File: config.mk
export PLATFORM = sky130hd
export DESIGN_NAME = qinfen_apb3_slave_if_flat
export DESIGN_NICKNAME = d
export VERILOG_FILES = /design/src/rtl/qinfen_apb3_slave_if_if.sv /design/src/rtl/qinfen_apb3_slave_if.sv /design/src/flat_wrapper.sv
export SDC_FILE = /design/constraint.sdc
export NUM_CORES = 1
export LEC_CHECK = 0
export ABC_CLOCK_PERIOD_IN_PS = 1800
export BUFFER_PORTS_ARGS = -buffer_cell sky130_fd_sc_hd__clkbuf_2
export CAP_MARGIN = 10
export CORE_MARGIN = 2
export CORE_UTILIZATION = 44
export CTS_BUF_LIST = sky130_fd_sc_hd__clkbuf_2
export DETAILED_ROUTE_END_ITERATION = 8
export PLACE_DENSITY_LB_ADDON = 0.15
export SKIP_CTS_REPAIR_TIMING = 1
export SLEW_MARGIN = 20
export SYNTH_ARGS = -nofsm -noshare
export SYNTH_HDL_FRONTEND = slang
export SYNTH_SLANG_ARGS = --single-unit
File: constraint.sdc
create_clock -name pclk -period 1.8 [get_ports pclk]
set_clock_uncertainty 0.2 [all_clocks]
set_input_delay 0 -clock pclk [delete_from_list [all_inputs] [get_ports pclk]]
set_output_delay 0 -clock pclk [all_outputs]
set_load 0.02 [all_outputs]
File: src/rtl/qinfen_apb3_slave_if_if.sv
// APB3 completer-side bus bundle for the example slave register bank front end.
interface qinfen_apb3_slave_if_if #(
    parameter int ADDRWIDTH = 12
);
    logic                 psel;
    logic                 penable;
    logic                 pwrite;
    logic [ADDRWIDTH-1:0] paddr;
    logic [31:0]          pwdata;
    logic [31:0]          prdata;
    logic                 pready;
    logic                 pslverr;

    modport master (
        output psel, penable, pwrite, paddr, pwdata,
        input  prdata, pready, pslverr
    );

    modport slave (
        input  psel, penable, pwrite, paddr, pwdata,
        output prdata, pready, pslverr
    );
endinterface

File: src/rtl/qinfen_apb3_slave_if.sv
// APB3 front end: latches the setup phase, waits RD_WAIT/WR_WAIT cycles, fires a one-cycle
// register strobe and returns a registered response; illegal accesses get PSLVERR and no strobe.
module qinfen_apb3_slave_if #(
    parameter int ADDRWIDTH = 12,
    parameter int RD_WAIT   = 0,
    parameter int WR_WAIT   = 0
) (
    input  logic                  pclk,
    input  logic                  presetn,
    qinfen_apb3_slave_if_if.slave apb,
    output logic [ADDRWIDTH-1:0]  addr,
    output logic                  read_en,
    output logic                  write_en,
    output logic [31:0]           wdata,
    input  logic [31:0]           rdata
);
    typedef enum logic [1:0] {IDLE, ACCESS, STROBE, RESP} state_t;

    localparam logic [ADDRWIDTH-1:0] LO_END  = ADDRWIDTH'(12'h00F);
    localparam logic [ADDRWIDTH-1:0] ID_BASE = ADDRWIDTH'(12'hFD0);

    state_t     state;
    logic       dir;
    logic       err;
    logic [3:0] cnt;
    logic       lo_space;
    logic       id_space;
    logic       setup_err;

    // ID space runs to the top of the 12-bit map, so only its lower bound needs checking
    always_comb begin
        lo_space  = (apb.paddr <= LO_END);
        id_space  = (apb.paddr >= ID_BASE);
        setup_err = (|apb.paddr[1:0]) | ~(lo_space | id_space) | (apb.pwrite & id_space);
    end

    always_ff @(posedge pclk or negedge presetn) begin
        if (!presetn) begin
            state       <= IDLE;
            dir         <= 1'b0;
            err         <= 1'b0;
            cnt         <= 4'd0;
            addr        <= '0;
            wdata       <= '0;
            read_en     <= 1'b0;
            write_en    <= 1'b0;
            apb.prdata  <= '0;
            apb.pready  <= 1'b0;
            apb.pslverr <= 1'b0;
        end else begin
            read_en  <= 1'b0;
            write_en <= 1'b0;
            case (state)
                IDLE: begin
                    if (apb.psel && !apb.penable) begin
                        addr  <= apb.paddr;
                        wdata <= apb.pwdata;
                        dir   <= apb.pwrite;
                        err   <= setup_err;
                        cnt   <= apb.pwrite ? 4'(WR_WAIT) : 4'(RD_WAIT);
                        state <= ACCESS;
                    end
                end
                ACCESS: begin
                    if (!apb.psel) begin
                        state <= IDLE;
                    end else if (cnt != 4'd0) begin
                        cnt <= cnt - 4'd1;
                    end else if (err) begin
                        apb.prdata  <= '0;
                        apb.pready  <= 1'b1;
                        apb.pslverr <= 1'b1;
                        state       <= RESP;
                    end else begin
                        // strobes are registered on entry so they are high for the whole STROBE cycle
                        read_en  <= ~dir;
                        write_en <= dir;
                        state    <= STROBE;
                    end
                end
                STROBE: begin
                    if (!apb.psel) begin
                        state <= IDLE;
                    end else begin
                        apb.prdata  <= dir ? 32'd0 : rdata;
                        apb.pready  <= 1'b1;
                        apb.pslverr <= 1'b0;
                        state       <= RESP;
                    end
                end
                RESP: begin
                    apb.pready  <= 1'b0;
                    apb.pslverr <= 1'b0;
                    state       <= IDLE;
                end
                default: state <= IDLE;
            endcase
        end
    end
endmodule

File: src/flat_wrapper.sv
// flat-port wrapper written by rule: the top's interface ports become plain ports
module qinfen_apb3_slave_if_flat 
#(
    parameter int ADDRWIDTH = 12,
    parameter int RD_WAIT   = 0,
    parameter int WR_WAIT   = 0
)
  (pclk, presetn, addr, read_en, write_en, wdata, rdata, apb_psel, apb_penable, apb_pwrite, apb_paddr, apb_pwdata, apb_prdata, apb_pready, apb_pslverr);
  qinfen_apb3_slave_if_if #(.ADDRWIDTH(ADDRWIDTH)) apb_i ();
  input  logic pclk;
  input  logic presetn;
  output logic [ADDRWIDTH-1:0] addr;
  output logic read_en;
  output logic write_en;
  output logic [31:0] wdata;
  input  logic [31:0] rdata;
  input wire logic [$bits(apb_i.psel)-1:0] apb_psel;
  input wire logic [$bits(apb_i.penable)-1:0] apb_penable;
  input wire logic [$bits(apb_i.pwrite)-1:0] apb_pwrite;
  input wire logic [$bits(apb_i.paddr)-1:0] apb_paddr;
  input wire logic [$bits(apb_i.pwdata)-1:0] apb_pwdata;
  output wire logic [$bits(apb_i.prdata)-1:0] apb_prdata;
  output wire logic [$bits(apb_i.pready)-1:0] apb_pready;
  output wire logic [$bits(apb_i.pslverr)-1:0] apb_pslverr;
  assign apb_i.psel = apb_psel;
  assign apb_i.penable = apb_penable;
  assign apb_i.pwrite = apb_pwrite;
  assign apb_i.paddr = apb_paddr;
  assign apb_i.pwdata = apb_pwdata;
  assign apb_prdata = apb_i.prdata;
  assign apb_pready = apb_i.pready;
  assign apb_pslverr = apb_i.pslverr;
  qinfen_apb3_slave_if #(.ADDRWIDTH(ADDRWIDTH), .RD_WAIT(RD_WAIT), .WR_WAIT(WR_WAIT)) u_core (.pclk(pclk), .presetn(presetn), .apb(apb_i), .addr(addr), .read_en(read_en), .write_en(write_en), .wdata(wdata), .rdata(rdata));
endmodule
# Word-level counts from Yosys, hierarchy flattened
# Index checks and enable logic that the tools add are counted.
[op_classes]
addsub = 1
magnitude_cmp = 2
eq_ne = 10
muxes = 31
bitwise = 6
n_reduce_logical = 13
[ops]
columns = ["op", "count"]
rows = [
  ["2-to-1 mux 32 bit", 5],
  ["one-hot mux 32 bit (2 select lines)", 1],
  ["2-to-1 mux 1 bit", 14],
  ["greater-or-equal comparator 12 bit (second input constant)", 1],
  ["less-or-equal comparator 12 x 4 -> 1 bit (second input constant)", 1],
  ["2-to-1 mux 4 bit", 3],
  ["AND reduction 5 bit", 2],
  ["2-to-1 mux 2 bit", 4],
  ["one-hot mux 2 bit (4 select lines)", 1],
  ["one-hot mux 4 bit (2 select lines)", 1],
  ["!= test 2 x 1 -> 1 bit (second input constant)", 3],
  ["!= test 2 bit (second input constant)", 3],
  ["one-hot mux 1 bit (3 select lines)", 2],
  ["== test 2 bit (second input constant)", 2],
  ["AND reduction 2 bit", 2],
  ["AND reduction 4 bit", 1],
  ["nonzero test 2 bit", 2],
  ["nonzero test 4 bit", 1],
  ["subtractor 4 x 1 -> 4 bit (second input constant)", 1],
  ["!= test 3 bit (second input constant)", 1],
  ["bitwise OR 1 bit", 3],
  ["nonzero test 3 bit", 1],
  ["== test 2 x 1 -> 1 bit (second input constant)", 1],
  ["zero test 2 bit", 1],
  ["other kinds (5)", 6],
]
[totals]
regBits = 88
input_bits = 81
elab_cells = 74

# Depth between registers and ports, before layout
[depth]
ltp_word = 5
ltp_mapped = 6

# Least setup slack after synthesis
# OpenSTA, ideal clock, no wires.
[synth_timing]
path_kind = "reg2reg"
start = "reg u_core.cnt[0]"
end = "reg u_core.apb.prdata[23]"
setup_ns = 0.136
t_arrival_ns = 1.593
required_time_ns = 1.464
slack_ns = -0.129
stages_incl_launch_ff = 7
synth_period_minus_slack_ns = 1.929
cell_sequence = "dfrtp_1 inv_1 ha_1 or3b_4 nor4_4 buf_6 o32ai_1"
[synth_between]
elab_chain_cells = 3
[synth_lines]
columns = ["item", "line_no", "text"]
rows = [
  ["start: declaration", "qinfen_apb3_slave_if.sv:25", "logic [3:0] cnt;"],
  ["start signal: assignment", "qinfen_apb3_slave_if.sv:60", "cnt <= apb.pwrite ? 4'(WR_WAIT) : 4'(RD_WAIT);"],
  ["start signal: assignment", "qinfen_apb3_slave_if.sv:68", "cnt <= cnt - 4'd1;"],
  ["nonzero test 4 bit", "qinfen_apb3_slave_if.sv:67", "end else if (cnt != 4'd0) begin"],
  ["!= test 2 bit (no source line)", "-", ""],
  ["AND reduction 5 bit (no source line)", "-", ""],
  ["end signal: assignment", "qinfen_apb3_slave_if.sv:85", "apb.prdata <= dir ? 32'd0 : rdata;"],
  ["end: declaration", "qinfen_apb3_slave_if_if.sv:21", "output prdata, pready, pslverr"],
]
# No other way between the ends.
# A chain may end at the register's enable or synchronous reset.

# Worst setup path in the final report
[layout_timing]
start = "reg u_core.cnt[0]"
end = "reg u_core.apb.prdata[0]"
# The elaborated chain is that of the path after synthesis.

==> metrics <==
R2R cell count 7; hold path startpoint rdata[12]; Port-buffer cells 160; dpl cell area 4730 sq um; Routed WL per cell 15.7 um; Worst Path Required 2020 ps; Sw Ratio 41.8%; total global-route track usage 18.4%; fin. max-slew vios 0; initial antenna violation count 0; crit path time final 1950 ps; TritonCTS clock tree yes; Die Area 9250 sq um; global-route wire length before repair 13.2 mm; worst reg2reg startpoint u_core.cnt[0]; # IOs 161; clk_lat worst skew 530 ps; drt first pass iters 4; sequential share of power 39.9%; Synth Instances 305; Final period util 108%; number of vias per cell 5.00; Die Height 96.2 um; Core ar. 8220 sq um; Slew headroom 64.0%; crit path max-delay cell type dfrtp_1; ranking of synthesized cells by area dfrtp_1, mux2_2, o32ai_1; Net Count, Synth 388; Worst Hold Depth 4; Distinct cells, synth 32; GRT overflow 0; syn avg cell area 12.3 sq um; Peak VDD IR 0.890 mV; Remaining DRCs 0; most frequent cells in the layout clkbuf_2, dfrtp_1, dlygate4sd3_1; power per cell area 1400 nW/um^2; leading cell type in the layout, fill and taps excluded clkbuf_2; outcome finished with violations; Critical Path End Type register; detailed placement HPWL 5.99 mm; cells along the critical path inv_2 > ha_4 > or3b_4 > nor4_4 > buf_4 > clkbuf_16 > o32ai_1; Comb pwr share 47.9%; Seq/Total Area, Yosys 58.9%; clock network power share 12.2%; hold_ws 16.3 ps; #FFs+latches synth 88; vias in the first global route 2844; FF-to-FF setup slack -150 ps; Die Wd 96.2 um; RR Endpoint u_core.apb.prdata[0]; nets 650; Clock Root Buffer clkbuf_2; DRC violation total after the first TritonRoute iteration 104; # setup viols final 33; Rows 33; placed insts 566; Hold WC Path Type in -> reg; Sw Pwr 3.46 mW; violated checks setup timing; Least-Margin Pin Slew 541 ps; area share of the largest cell type after synthesis 58.9%; crit start category register; total power 8.28 mW; setup ws final -146 ps; Mapped Area 3740 sq um; Hold Vio Cnt, Final 0; Lkg Pwr 2.92 nW; clock sinks 88; RSZ-0062 raised after global routing yes; Worst Path Max Fanout 8; P&R area growth vs syn 57.7%; CTS Buf Count 9; Post-Place Worst Slack -146 ps; Int Pwr 4.82 mW; layout cells sized above 1 44.8%; setup total negative slack -3820 ps; Ant. Diodes 0; CP top delay family simple AND/OR/NAND/NOR gates; Buf/Inv on CP 3; Crit Path Class reg -> reg; Util after Layout 71.7%; hold endpoint u_core.apb.prdata[12]; Data arrival, critical path 2170 ps; design area 5890 sq um; worst stage delay on the critical path 440 ps; Clock Tree Buf Depth 2; final wirelength 10.6 mm; Antenna Nets Post-Route 0; vias 3383; Max Cap Violations 0; Placer Congestion 0.790; clock transition at the registers of the reported paths 250 ps; Synth area leader dfrtp_1; Ys Warns 0; final non-filler cell total 677; Setup crit start u_core.cnt[0]; H-Tree Level Count 3; largest net degree at the start of global routing 65; f_max 514 MHz; Initial Util 45.5%
[power groups by stage]
stage	Clock [mW]	Sequential, mW	Combinational [mW]
floorplan	0	4.25	1.28
detailed placement	0	3.32	3.62
global placement	0	3.29	3.55
CTS	1.05	3.28	3.63
finish	1.01	3.30	3.97
global route	1.13	3.40	4.31
[cells by family after synthesis]
| kind of cell | share of synthesized area (%) |
|---|---|
| fa+ha+maj | 0.669 |
| simple gates | 9.40 |
| compound gates | 10.4 |
| mux | 13.6 |
| flops | 58.9 |
| buf+inv | 7.06 |
[registers in the layout, summed over array words and instances, names as in the netlist]
name                cells
u_core.addr            12
u_core.apb.prdata      32
u_core.apb.pready       1
u_core.apb.pslverr      1
u_core.cnt              4
u_core.dir              1
u_core.err              1
u_core.read_en          1
u_core.state            2
u_core.wdata           32
u_core.write_en         1
[worst register-to-register path, cell delays in order (launching register included)]
cell       delay [ps]
dfrtp_1           440
inv_2              90
ha_4              130
or3b_4            390
nor4_4            190
buf_4             190
clkbuf_16         150
o32ai_1            80
[per-layer routing]
layer / track usage (%) / vias up / share of wire [%] / routed length [um]
met5: 0 / - / 0 / 0
met4: 8.21 / 0 / 1.7 / 182
met3: 6.19 / 15 / 8.4 / 892
met2: 27.7 / 140 / 50 / 5290
met1: 24.2 / 1623 / 40 / 4280
li1: - / 1605 / - / -
[cells in the mapped netlist]
cell,n
dfrtp_1,88
mux2_2,45
inv_1,37
nand2_1,34
o32ai_1,32
clkbuf_1,8
buf_2,7
nand3b_1,5
nor2_1,5
o21ai_0,5
buf_6,4
nand3_1,4
nor4_1,4
a211oi_1,3
and4_1,2
buf_4,2
ha_1,2
nand2b_1,2
o211ai_1,2
o311ai_0,2
a21boi_0,1
a21oi_1,1
a311oi_1,1
nand4b_1,1
nor2b_1,1
nor3_1,1
nor3b_1,1
nor4_4,1
nor4b_1,1
nor4b_4,1
o21a_1,1
or3b_4,1
[worst max path at each step]
stage / end / cells after the start
2_1_floorplan: u_core.apb.prdata[23] / 6
3_3_place_gp: u_core.apb.prdata[1] / 6
3_5_place_dp: u_core.apb.prdata[19] / 6
4_1_cts: u_core.apb.prdata[28] / 6
5_1_grt: u_core.apb.pslverr / 7
6_report: u_core.apb.prdata[0] / 7
[area by class of cell]
cell class | count | area (sq um)
multi-input cells | 159 | 1310
clock inverters | 6 | 67.6
well taps | 105 | 131
clock buffers | 10 | 50.0
flip-flops and latches | 88 | 2200
inverters | 37 | 139
fillers | 610 | 2320
repair buffers | 272 | 1990
Note: power is estimated with default switching activity, not from simulation.
